==> src/rtl/if_prefetch_buffer_if.sv <==
// Instruction-memory request channel plus the IF/ID head-of-queue signals
// for if_prefetch_buffer.
interface if_prefetch_buffer_if #(
  parameter int unsigned WIDTH = 32
);
  logic             stall;
  logic             flush;
  logic [WIDTH-1:0] flush_pc;
  logic             imem_req;
  logic [WIDTH-1:0] imem_addr;
  logic             imem_gnt;
  logic             imem_rvalid;
  logic [WIDTH-1:0] imem_rdata;
  logic [WIDTH-1:0] if_pc;
  logic [WIDTH-1:0] if_instr;
  logic             ready;

  // Fetch unit side
  modport master (
    input  stall, flush, flush_pc, imem_gnt, imem_rvalid, imem_rdata,
    output imem_req, imem_addr, if_pc, if_instr, ready
  );

  // Memory / decode side
  modport slave (
    output stall, flush, flush_pc, imem_gnt, imem_rvalid, imem_rdata,
    input  imem_req, imem_addr, if_pc, if_instr, ready
  );
endinterface

==> src/rtl/if_prefetch_buffer.sv <==
// Instruction prefetch buffer: pipelined in-order imem fetches into a {pc,instr} FIFO feeding IF/ID.
// Optional IF_BYPASS_EN presents a returning word combinationally when the FIFO is empty.
module if_prefetch_buffer #(
  parameter int unsigned      WIDTH     = 32,
  parameter int unsigned      DEPTH     = 4,
  parameter int unsigned      MAX_OUTST = 2,
  parameter logic [WIDTH-1:0] RESET_PC  = '0
) (
  input logic                  clk,
  input logic                  rst,
  if_prefetch_buffer_if.master bus
);
  localparam int unsigned PTR_W = $clog2(DEPTH);
  localparam int unsigned CNT_W = $clog2(DEPTH + 1);
  localparam int unsigned OUT_W = $clog2(MAX_OUTST + 1);
  localparam int unsigned SUM_W = CNT_W + 1;
  localparam logic [WIDTH-1:0] NOP = WIDTH'(32'h0000_0013);

  logic [WIDTH-1:0] fetch_pc;
  logic [WIDTH-1:0] last_pc;
  logic [CNT_W-1:0] count;
  logic [PTR_W-1:0] rd_ptr, wr_ptr;
  logic [OUT_W-1:0] outst, drop;
  logic [PTR_W-1:0] tag_rd, tag_wr;
  logic [WIDTH-1:0] fifo_pc    [DEPTH];
  logic [WIDTH-1:0] fifo_instr [DEPTH];
  logic [WIDTH-1:0] tag_q      [DEPTH];

  logic             rvalid_ok, keep, issue, handshake, fifo_ready, bypass_hit, push, pop;
  logic [WIDTH-1:0] tag;

  assign tag = tag_q[tag_rd];

  // Issue reserves FIFO space for every outstanding request, so push never overflows
  always_comb begin
    rvalid_ok  = bus.imem_rvalid && (outst != '0);
    keep       = rvalid_ok && (drop == '0) && !bus.flush;
    issue      = rst && !bus.flush
                 && ((SUM_W'(count) + SUM_W'(outst)) < SUM_W'(DEPTH))
                 && (outst < OUT_W'(MAX_OUTST));
    handshake  = issue && bus.imem_gnt;
    fifo_ready = (count != '0);
`ifdef IF_BYPASS_EN
    bypass_hit = keep && !fifo_ready;
`else
    bypass_hit = 1'b0;
`endif
    push       = keep && !(bypass_hit && !bus.stall);
    pop        = fifo_ready && !bus.stall && !bus.flush;
  end

  always_comb begin
    bus.imem_req  = issue;
    bus.imem_addr = fetch_pc;
    bus.ready     = fifo_ready || bypass_hit;
    bus.if_pc     = last_pc;
    bus.if_instr  = NOP;
    if (fifo_ready) begin
      bus.if_pc    = fifo_pc[rd_ptr];
      bus.if_instr = fifo_instr[rd_ptr];
    end else if (bypass_hit) begin
      bus.if_pc    = tag;
      bus.if_instr = bus.imem_rdata;
    end
  end

  // Control state; flush kills the FIFO and marks every in-flight word for discard
  always_ff @(posedge clk) begin
    if (!rst) begin
      fetch_pc <= RESET_PC;
      last_pc  <= RESET_PC;
      count    <= '0;
      rd_ptr   <= '0;
      wr_ptr   <= '0;
      outst    <= '0;
      drop     <= '0;
      tag_rd   <= '0;
      tag_wr   <= '0;
    end else begin
      if (bus.flush)      fetch_pc <= bus.flush_pc & ~WIDTH'(3);
      else if (handshake) fetch_pc <= fetch_pc + WIDTH'(4);

      if (handshake && !rvalid_ok)      outst <= outst + OUT_W'(1);
      else if (!handshake && rvalid_ok) outst <= outst - OUT_W'(1);

      if (handshake) tag_wr <= tag_wr + PTR_W'(1);
      if (rvalid_ok) tag_rd <= tag_rd + PTR_W'(1);

      if (bus.flush)                    drop <= outst - OUT_W'(rvalid_ok);
      else if (rvalid_ok && drop != '0) drop <= drop - OUT_W'(1);

      if (bus.flush) begin
        count  <= '0;
        rd_ptr <= '0;
        wr_ptr <= '0;
      end else begin
        count <= count + CNT_W'(push) - CNT_W'(pop);
        if (push) wr_ptr <= wr_ptr + PTR_W'(1);
        if (pop)  rd_ptr <= rd_ptr + PTR_W'(1);
      end

      if (pop)                             last_pc <= fifo_pc[rd_ptr];
      else if (bypass_hit && !bus.stall)   last_pc <= tag;
    end
  end

  // Storage arrays need no reset; validity lives in the pointers and counters
  always_ff @(posedge clk) begin
    if (push) begin
      fifo_pc[wr_ptr]    <= tag;
      fifo_instr[wr_ptr] <= bus.imem_rdata;
    end
    if (handshake) tag_q[tag_wr] <= fetch_pc;
  end

  a_rvalid_has_outst: assert property (@(posedge clk) disable iff (!rst)
    !(bus.imem_rvalid && outst == '0));

  a_no_overflow: assert property (@(posedge clk) disable iff (!rst)
    !(push && count == CNT_W'(DEPTH)));

endmodule

==> src/flat_wrapper.sv <==
// flat-port wrapper written by rule: the top's interface ports become plain ports
module if_prefetch_buffer_flat 
#(
  parameter int unsigned      WIDTH     = 32,
  parameter int unsigned      DEPTH     = 4,
  parameter int unsigned      MAX_OUTST = 2,
  parameter logic [WIDTH-1:0] RESET_PC  = '0
)
  (clk, rst, bus_stall, bus_flush, bus_flush_pc, bus_imem_gnt, bus_imem_rvalid, bus_imem_rdata, bus_imem_req, bus_imem_addr, bus_if_pc, bus_if_instr, bus_ready);
  if_prefetch_buffer_if #(.WIDTH(WIDTH)) bus_i ();
  input logic clk;
  input logic rst;
  input wire logic [$bits(bus_i.stall)-1:0] bus_stall;
  input wire logic [$bits(bus_i.flush)-1:0] bus_flush;
  input wire logic [$bits(bus_i.flush_pc)-1:0] bus_flush_pc;
  input wire logic [$bits(bus_i.imem_gnt)-1:0] bus_imem_gnt;
  input wire logic [$bits(bus_i.imem_rvalid)-1:0] bus_imem_rvalid;
  input wire logic [$bits(bus_i.imem_rdata)-1:0] bus_imem_rdata;
  output wire logic [$bits(bus_i.imem_req)-1:0] bus_imem_req;
  output wire logic [$bits(bus_i.imem_addr)-1:0] bus_imem_addr;
  output wire logic [$bits(bus_i.if_pc)-1:0] bus_if_pc;
  output wire logic [$bits(bus_i.if_instr)-1:0] bus_if_instr;
  output wire logic [$bits(bus_i.ready)-1:0] bus_ready;
  assign bus_i.stall = bus_stall;
  assign bus_i.flush = bus_flush;
  assign bus_i.flush_pc = bus_flush_pc;
  assign bus_i.imem_gnt = bus_imem_gnt;
  assign bus_i.imem_rvalid = bus_imem_rvalid;
  assign bus_i.imem_rdata = bus_imem_rdata;
  assign bus_imem_req = bus_i.imem_req;
  assign bus_imem_addr = bus_i.imem_addr;
  assign bus_if_pc = bus_i.if_pc;
  assign bus_if_instr = bus_i.if_instr;
  assign bus_ready = bus_i.ready;
  if_prefetch_buffer #(.WIDTH(WIDTH), .DEPTH(DEPTH), .MAX_OUTST(MAX_OUTST), .RESET_PC(RESET_PC)) u_core (.clk(clk), .rst(rst), .bus(bus_i));
endmodule
==> config.mk <==
export PLATFORM = sky130hd
export DESIGN_NAME = if_prefetch_buffer_flat
export DESIGN_NICKNAME = d
export VERILOG_FILES = /design/src/rtl/if_prefetch_buffer_if.sv /design/src/rtl/if_prefetch_buffer.sv /design/src/flat_wrapper.sv
export SDC_FILE = /design/constraint.sdc
export NUM_CORES = 1
export LEC_CHECK = 0
export CELL_PAD_IN_SITES_DETAIL_PLACEMENT = 1
export CELL_PAD_IN_SITES_GLOBAL_PLACEMENT = 2
export CORE_MARGIN = 10
export CORE_UTILIZATION = 40
export DETAILED_ROUTE_END_ITERATION = 10
export DONT_BUFFER_PORTS = 1
export PLACE_DENSITY_LB_ADDON = 0.2
export SLEW_MARGIN = 20
export SYNTH_ARGS = -nofsm -noshare
export SYNTH_HDL_FRONTEND = slang
export SYNTH_SLANG_ARGS = --single-unit
export TNS_END_PERCENT = 5
==> constraint.sdc <==
create_clock -name clk -period 3.3 [get_ports clk]
set_clock_uncertainty 0.1 [all_clocks]
set_input_delay 0.495 -clock clk [delete_from_list [all_inputs] [get_ports clk]]
set_output_delay 0.495 -clock clk [all_outputs]
set_load 0.02 [all_outputs]
# Yosys cells after proc, flatten, opt, wreduce, memory -nomap -nowiden
# Memory sizes are Yosys's and may differ from the RTL's. A register that Yosys moved wholly into a read port is not among the register bits.
# Index checks and enable logic that the tools add are counted.
[totals]
word_cells = 70
n_memories = 3
out_inout_bits = 98
ramBits = 384
latchBits = 0
mem_bits_ro = 0
in_bits = 70
regBits = 79
[memory_table]
columns = ["name", "words", "word_bits", "rd", "rd_ports_with_merged_regs", "wr", "line", "rtl"]
rows = [
  ["u_core.fifo_instr", 4, 32, 1, 1, 1, "if_prefetch_buffer.sv:26", "logic [WIDTH-1:0] fifo_instr [DEPTH];"],
  ["u_core.fifo_pc", 4, 32, 1, 1, 1, "if_prefetch_buffer.sv:25", "logic [WIDTH-1:0] fifo_pc [DEPTH];"],
  ["u_core.tag_q", 4, 32, 1, 1, 1, "if_prefetch_buffer.sv:27", "logic [WIDTH-1:0] tag_q [DEPTH];"],
]
[op_classes]
muxes = 18
n_eq_ne = 0
magnitude_cmp = 2
bitwise = 1
n_reduce_logical = 24
n_shift = 0
n_addsub = 12
div = 0
n_mul = 0
[ops]
columns = ["operator", "n"]
rows = [
  ["$mux W32", 4],
  ["$add A32 B3 Y32 const B", 1],
  ["$mux W2", 10],
  ["$logic_and A1 B1 Y1", 12],
  ["$add A2 B1 Y2 const B", 5],
  ["$reduce_bool A2 Y1", 5],
  ["$add A3 B2 Y4", 1],
  ["$logic_not A1 Y1", 4],
  ["$lt A4 B3 Y1 const B", 1],
  ["$mux W1", 4],
  ["$sub A2 B1 Y2 const B", 2],
  ["$add A3 B1 Y3", 1],
  ["$reduce_bool A3 Y1", 1],
  ["$sub A3 B1 Y3", 1],
  ["$logic_not A2 Y1", 1],
  ["$lt A2 B2 Y1 const B", 1],
  ["$reduce_or A2 Y1", 1],
  ["$sub A2 B1 Y2", 1],
  ["$not A1 Y1", 1],
]

# Logic depth before layout (Yosys ltp)
# Gate-level depths: netlist of run 1.
[depth]
depth_word = 9
depth_mapped = 12
mapped_depth_nobuf = 10

# Least setup slack after synthesis of run 1
# Ideal clock, no wire load.
[synth_timing]
path_kind = "reg-to-reg"
start = "reg u_core.count[2]"
end = "reg u_core.count[2]"
required_ps = 3080
arrival_ps = 2822
path_stages_with_launch = 13
synth_period_minus_slack_ps = 3042
path_buffers = 2
setup_time_ps = 120
setup_slack_ps = 258
cell_sequence = "dfxtp_1 nor3_1 or3_1 clkbuf_1 clkinv_1 clkbuf_1 ha_1 inv_1 ha_1 fa_1 xnor2_1 xnor2_1 nor2_1"
[synth_via]
elab_chain_len = 4
elab_cells_between_ends = 5
cone_classes = "add/sub (2); reduce/logical (3)"
[synth_lines]
columns = ["item", "line", "rtl"]
rows = [
  ["from (decl)", "if_prefetch_buffer.sv:21", "logic [CNT_W-1:0] count;"],
  ["from (signal assigned)", "if_prefetch_buffer.sv:97", "count <= count + CNT_W'(push) - CNT_W'(pop);"],
  ["$reduce_bool A3 Y1", "if_prefetch_buffer.sv:42", "fifo_ready = (count != '0);"],
  ["$logic_and A1 B1 Y1 (2 in a row)", "if_prefetch_buffer.sv:49", "pop = fifo_ready && !bus.stall && !bus.flush;"],
  ["via u_core.pop", "if_prefetch_buffer.sv:29", "logic rvalid_ok, keep, issue, handshake, fifo_ready, bypass_hit, push, pop;"],
  ["$sub A3 B1 Y3", "if_prefetch_buffer.sv:97", ""],
]
# The timed path passes the listed nets, and every way through them passes these cells.
# A chain may end at the register's enable or synchronous reset.

==> results of run 1 <==
==> per-stage QoR <==
stage / utilization / hold WS, ns / setup WS [ns]
3_3_place_gp: 0.4285 / 0.3380 / 0.7718
3_5_place_dp: 0.4285 / 0.3486 / 0.7985
6_report: 0.4768 / 0.02945 / 0.3258
4_1_cts: 0.4768 / 0.002733 / 0.2077
5_1_grt: 0.4768 / 0.02510 / 0.1564
2_1_floorplan: - / 0.3329 / 0.2580
==> layer usage <==
metal  GRT usage  up-vias
met5           0        -
met2      0.2616      200
met3     0.04326       47
met1      0.1963     4835
met4     0.03455        2
li1            -     4113
==> where the power goes <==
| group | switching [mW] | internal, mW | leakage, nW |
|---|---|---|---|
| combinational | 0.755 | 0.552 | 1.79 |
| sequential | 0.151 | 6.45 | 3.99 |
| clock | 2.11 | 3.29 | 0.772 |
| total | 3.02 | 10.3 | 6.54 |
==> worst max-delay path by stage <==
stage,cells past startpoint,endpoint,slack [ns],startpoint
after floorplan,12,u_core.count[2],0.26,u_core.count[2]
after global placement,6,u_core.bus.imem_addr[23],0.77,u_core.outst[1]
after detailed placement,6,u_core.bus.imem_addr[23],0.80,u_core.outst[1]
after CTS,3,bus_if_pc[30],0.21,flip-flop
after global routing,3,bus_if_pc[15],0.16,u_core.count[2]
final,3,bus_if_pc[30],0.33,flip-flop
==> worst register-to-register path: stages, from the launching register on <==
cell and delay, ns:
dfxtp_1 0.36, ha_1 0.21, nor3_1 0.39, nand3_1 0.42
nor4_1 0.60, xnor2_1 0.19, a21oi_1 0.08
==> cells by family (layout without fill, tap and decap cells) <==
family,after synthesis,after routing
DFF,447,447
and+or+nand+nor,220,220
adders and majority gates,16,16
xor gates and xnor gates,29,29
muxes,124,124
buffers and inverters,80,201
other,1,4
AOI/OAI and AO/OA,96,96
==> cell type report <==
class	count	area, sq um
tap	585	732.0
inverter	22	82.58
sequential	447	12640
fill	4143	22590
multi-input combinational	489	4578
timing repair buffer	92	965.9
clock inverter	27	296.5
clock buffer	60	1287
==> placed cells by master, fill, tap and decap left out, drive strengths merged, types with 2 or more instances in the layout <==
master and n:
and2 12, mux4 92, or3 6, dlygate4sd3 50, nand2 82, mux2 31
or2 4, a21oi 50, bufinv 7, nand4 11, conb 4, a22oi 2
o22ai 6, dfxtp 79, and4 3, nor2 24, a222oi 2, edfxtp 368
o311ai 2, o211ai 3, a31oi 11, buf 42, o21ai 15, or4 3
xnor2 16, nor4 7, nor3 7, nor2b 31, and3 10, nand3 18
ha 15, inv 20, clkinv 21, a211oi 2, clkbuf 60, xor2 13
==> state kept, by name, summed over array words and instances, names as in the netlist, named ones only <==
name / cells
u_core.count: 3
u_core.tag_q: 120
u_core.rd_ptr: 2
u_core.fifo_instr: 128
u_core.tag_rd: 2
u_core.tag_wr: 2
u_core.last_pc: 30
u_core.bus.imem_addr: 30
u_core.outst: 2
u_core.wr_ptr: 2
u_core.drop: 2
u_core.fifo_pc: 120
==> repair_timing <==
action | 4_1_cts | 5_1_grt
setup endpoints to repair | 0 | 0
hold endpoints to repair | 154 | 0
hold buffers | 50 | 0
==> out/metrics.cfg, run 1 <==
[power]
p_leak_nw = 6.544
totalPowerFinal_mw = 13.30
powerDensity_mw_per_mm2 = 646.4
peakVddDrop_v = 0.0003841

[critical_path]
crit_chain = buf_4 -> mux4_2 -> mux2_2
critical_path.top_delay_family = multiplexers
worst_ep_required_time_ns = 2.70
cp_max_fo = 14
crit_slowest_cell = mux4_2
r2r_slack_ns = 0.81
crit_type = reg2out
cp-end-kind = output port
reg2reg_from = u_core.outst[1]
slowest_delay_ns = 0.59
arrival_ns = 2.38
startpoint_type = flip-flop
r2r_end = u_core.bus.imem_addr[23]
crit_buf_inv = 1
rr_worst_depth = 6

[clock_network]
numCtsBuffers = 47
htree_num_levels = 2
insertion_delay_ns = 0.56
clock-sinks = 447
clk_pin_slew_ns = 0.06
cts.path.max_buffers = 3
cts_setup_buffers = 0
cts_tree = yes
cts_root_buf = clkbuf_16
cts_resized = 0

[run]
maxCapViolations = 0

[synthesis]
ys_top_cells_by_count = edfxtp_1, mux4_2, nand2_1
synth-simple-area-share = 0.06354
synthFlopType = edfxtp_1
synthMuxAreaShare = 0.1387
yosys_warnings = 0
yosysUniqueCellTypes = 47
synth.top_cell.area_share = 0.6305
synth_xor_area_frac = 0.01449
syn_inst = 1013
seq_area_frac_synth = 0.7208
synth_compound_area_frac = 0.03120
async_flop_share = 0
synth-edff-count = 368
ys_ff_latch = 447
syn_area_sq_mm = 0.01753
yosys.area_share.adder = 0.01185
syn_area_per_cell_sq_um = 17.30
yosysTopAreaCell = edfxtp_1
synth.area.top_cells = edfxtp_1, mux4_2, dfxtp_1
synth_top_family_by_area = multiplexers
yosysMostFrequentCell = edfxtp_1

[detailed_routing]
drt_first_pass_iters = 6
drc = 0
wl_met1_um = 17600
met3_length_um = 2409
first_iter_violations = 606
met2_length_um = 20490
wl_per_cell_um = 23.88
highest_layer = met5
finalWirelength_um = 41120
vias = 9197
drt.antenna.violating_nets = 0
routed_via_density = 5.341

[floorplanning]
ioPinCount = 168
core_sq_mm = 0.04317
fp.dieW_um = 229.3
dieArea_sq_mm = 0.05259
die_h_um = 229.3
std_cell_rows = 76
initial_core_util = 0.4060

[hold_path]
hold_path_depth = 2
min_to = u_core.bus.imem_addr[11]
min_path_type = in2reg
min_from = bus_flush_pc[11]

[sta]
maxSlewHeadroom = 0.4102
hold_viol = 0
final-setup-viol-count = 0
tightest_slew_ns = 0.8846
min_period_over_period = 0.9013
finalSetupTns_ns = 0
maxSlewViolCount = 0
rsz0062_at_grt = no
fin_crit_ns = 2.974
max_freq_mhz = 336.2

[final_layout]
post_route_cells_drive_above_1_share = 0.2155
fin_cells = 1722
nets = 1185
antenna_cells = 0
layout-area-overhead-vs-synth_pct = 17.44
fin_area_sq_mm = 0.02058

[global_routing]
antenna_found_initial = 2
first_global_vias = 9853
grt_pass1_wl_um = 62620
grt.overflow.total = 0
grtUsageTotal = 0.1554
grt_max_degree = 64

[placement]
gp_congestion = 0.7298
port_buffers = 0
dp.cells = 1585
placed_area_sq_mm = 0.01850
place_hpwl_um = 24710

[outcome]
outcome = complete, no violations

No activity file was read; power rests on OpenSTA's default activity.
==> run 2, diff against run 1 <==
Settings changed: CORE_UTILIZATION 40 to 41.
==> run 2 against run 1 <==
  * Sequential share of layout area up 0.33 points
  * Cell area down 0.53%
  * Sequential power about the same
  * Die area down 2.2%
  * Worst hold slack better by 0.014 ns
  * Critical path depth unchanged
  * Wire length down 2.1%
  * First-iteration DRC count up 6.4%
  * Fmax down 0.89%
  * Flip-flop and latch count unchanged
  * Critical endpoint is now bus_if_pc[18]
==> out/metrics.cfg, run 2 (synthesized netlist as in run 1, its figures left out) <==
[final_layout]
regMostFlops = u_core.fifo_instr
fin_util = 0.4859
post_route_cells_drive_above_1_share = 0.2178
layout-area-overhead-vs-synth_pct = 16.82
largest_reg_flops = 128
layout_commonest_cell = edfxtp_1
final_cell_mix = edfxtp_1, mux4_2, nand2_1
nets = 1190
fin_cells = 1683
reg_top3 = u_core.fifo_instr: 128 flops, u_core.fifo_pc: 120 flops, u_core.tag_q: 120 flops

[floorplanning]
core_sq_mm = 0.04213
fp.dieW_um = 226.8
ioPinCount = 168
initial_core_util = 0.4159
dieArea_sq_mm = 0.05142
die_h_um = 226.8
std_cell_rows = 75

[clock_network]
cts_tree = yes
cts_root_buf = clkbuf_16
cts_setup_buffers = 0
hold_buffers = 54
insertion_delay_ns = 0.57
clock-sinks = 447
clk_pin_slew_ns = 0.06
cts_resized = 0
cts.path.max_buffers = 3
htree_num_levels = 2
numCtsBuffers = 48

[placement]
port_buffers = 0
dp.cells = 1538
place_worst_setup_slack_ns = 0.7413
place_hpwl_um = 23890
gp_congestion = 0.7376

[hold_path]
min_from = bus_flush_pc[9]
min_path_type = in2reg

[run]
maxCapViolations = 0

[sta]
tightest_slew_ns = 0.8675
max_freq_mhz = 333.2
finalSetupTns_ns = 0
maxSlewViolCount = 0
final-setup-viol-count = 0
rsz0062_at_grt = no
min_period_over_period = 0.9094
maxSlewHeadroom = 0.4217
fin_crit_ns = 3.001
fin_ws_ns = 0.2991
hold_viol = 0

[detailed_routing]
drt_first_pass_iters = 5
routed_via_density = 5.417
drc = 0
drt.antenna.violating_nets = 0
first_iter_violations = 645
vias = 9117
finalWirelength_um = 40250
wl_per_cell_um = 23.91

[critical_path]
cp-end-kind = output port
critical_path.top_delay_family = multiplexers
arrival_ns = 2.41
cp_max_fo = 28
crit_buf_inv = 1
crit_type = reg2out
crit_chain = buf_12 -> mux4_2 -> mux2_2
startpoint_type = flip-flop
reg2reg_from = u_core.bus.imem_addr[13]
slowest_delay_ns = 0.58
worst_ep_required_time_ns = 2.70
crit_slowest_cell = mux4_2

[global_routing]
first_global_vias = 9959
antenna_found_initial = 2
grt_pass1_wl_um = 61520
grt_max_degree = 64
grt.overflow.total = 0
grtUsageTotal = 0.1577

[power]
p_leak_nw = 6.526
peakVddDrop_v = 0.0003701
powerDensity_mw_per_mm2 = 640.6

[outcome]
outcome = complete, no violations

## run 2: power by group
| group | internal [mW] | total (mW) | switching, mW |
|---|---|---|---|
| Clock | 3.06 | 5.24 | 2.18 |
| Combinational | 0.535 | 1.30 | 0.763 |
| Sequential | 6.45 | 6.58 | 0.135 |
## run 2: area by class of cell
class                   instances  area (sq um)
fillers                      3927         21660
repair buffers                 96         945.9
flip-flops and latches        447         12640
clock buffers                  59          1272
diodes                          1         2.502
multi-input cells             489          4578
clock inverters                30         277.8
inverters                      22         82.58
well taps                     539         674.4
## run 2: metrics by stage
stage / hold WS, ns / power, mW / cell area [sq um]
6_report: 0.04341 / 13.12 / 20470
5_1_grt: 0.05137 / 13.67 / 20470
4_1_cts: 0.0005059 / 13.32 / 20460
3_5_place_dp: 0.3468 / 7.952 / 18370
3_3_place_gp: 0.3382 / 7.916 / 18370
2_1_floorplan: 0.3329 / 7.572 / 17540
## run 2: per-layer routing
layer,wire length [um],track usage
met4,629,0.03506
met3,2472,0.04289
met5,0,0
met1,17760,0.2029
met2,19380,0.2618
## run 2: path summary, 6_finish.rpt
path / end / slack [ns] / depth (start not counted)
max: bus_if_pc[18] / 0.30 / 3
min: u_core.bus.imem_addr[9] / 0.04 / 2
max reg2reg: u_core.bus.imem_addr[21] / 0.76 / 5
min reg2reg: u_core.last_pc[21] / 0.35 / 2
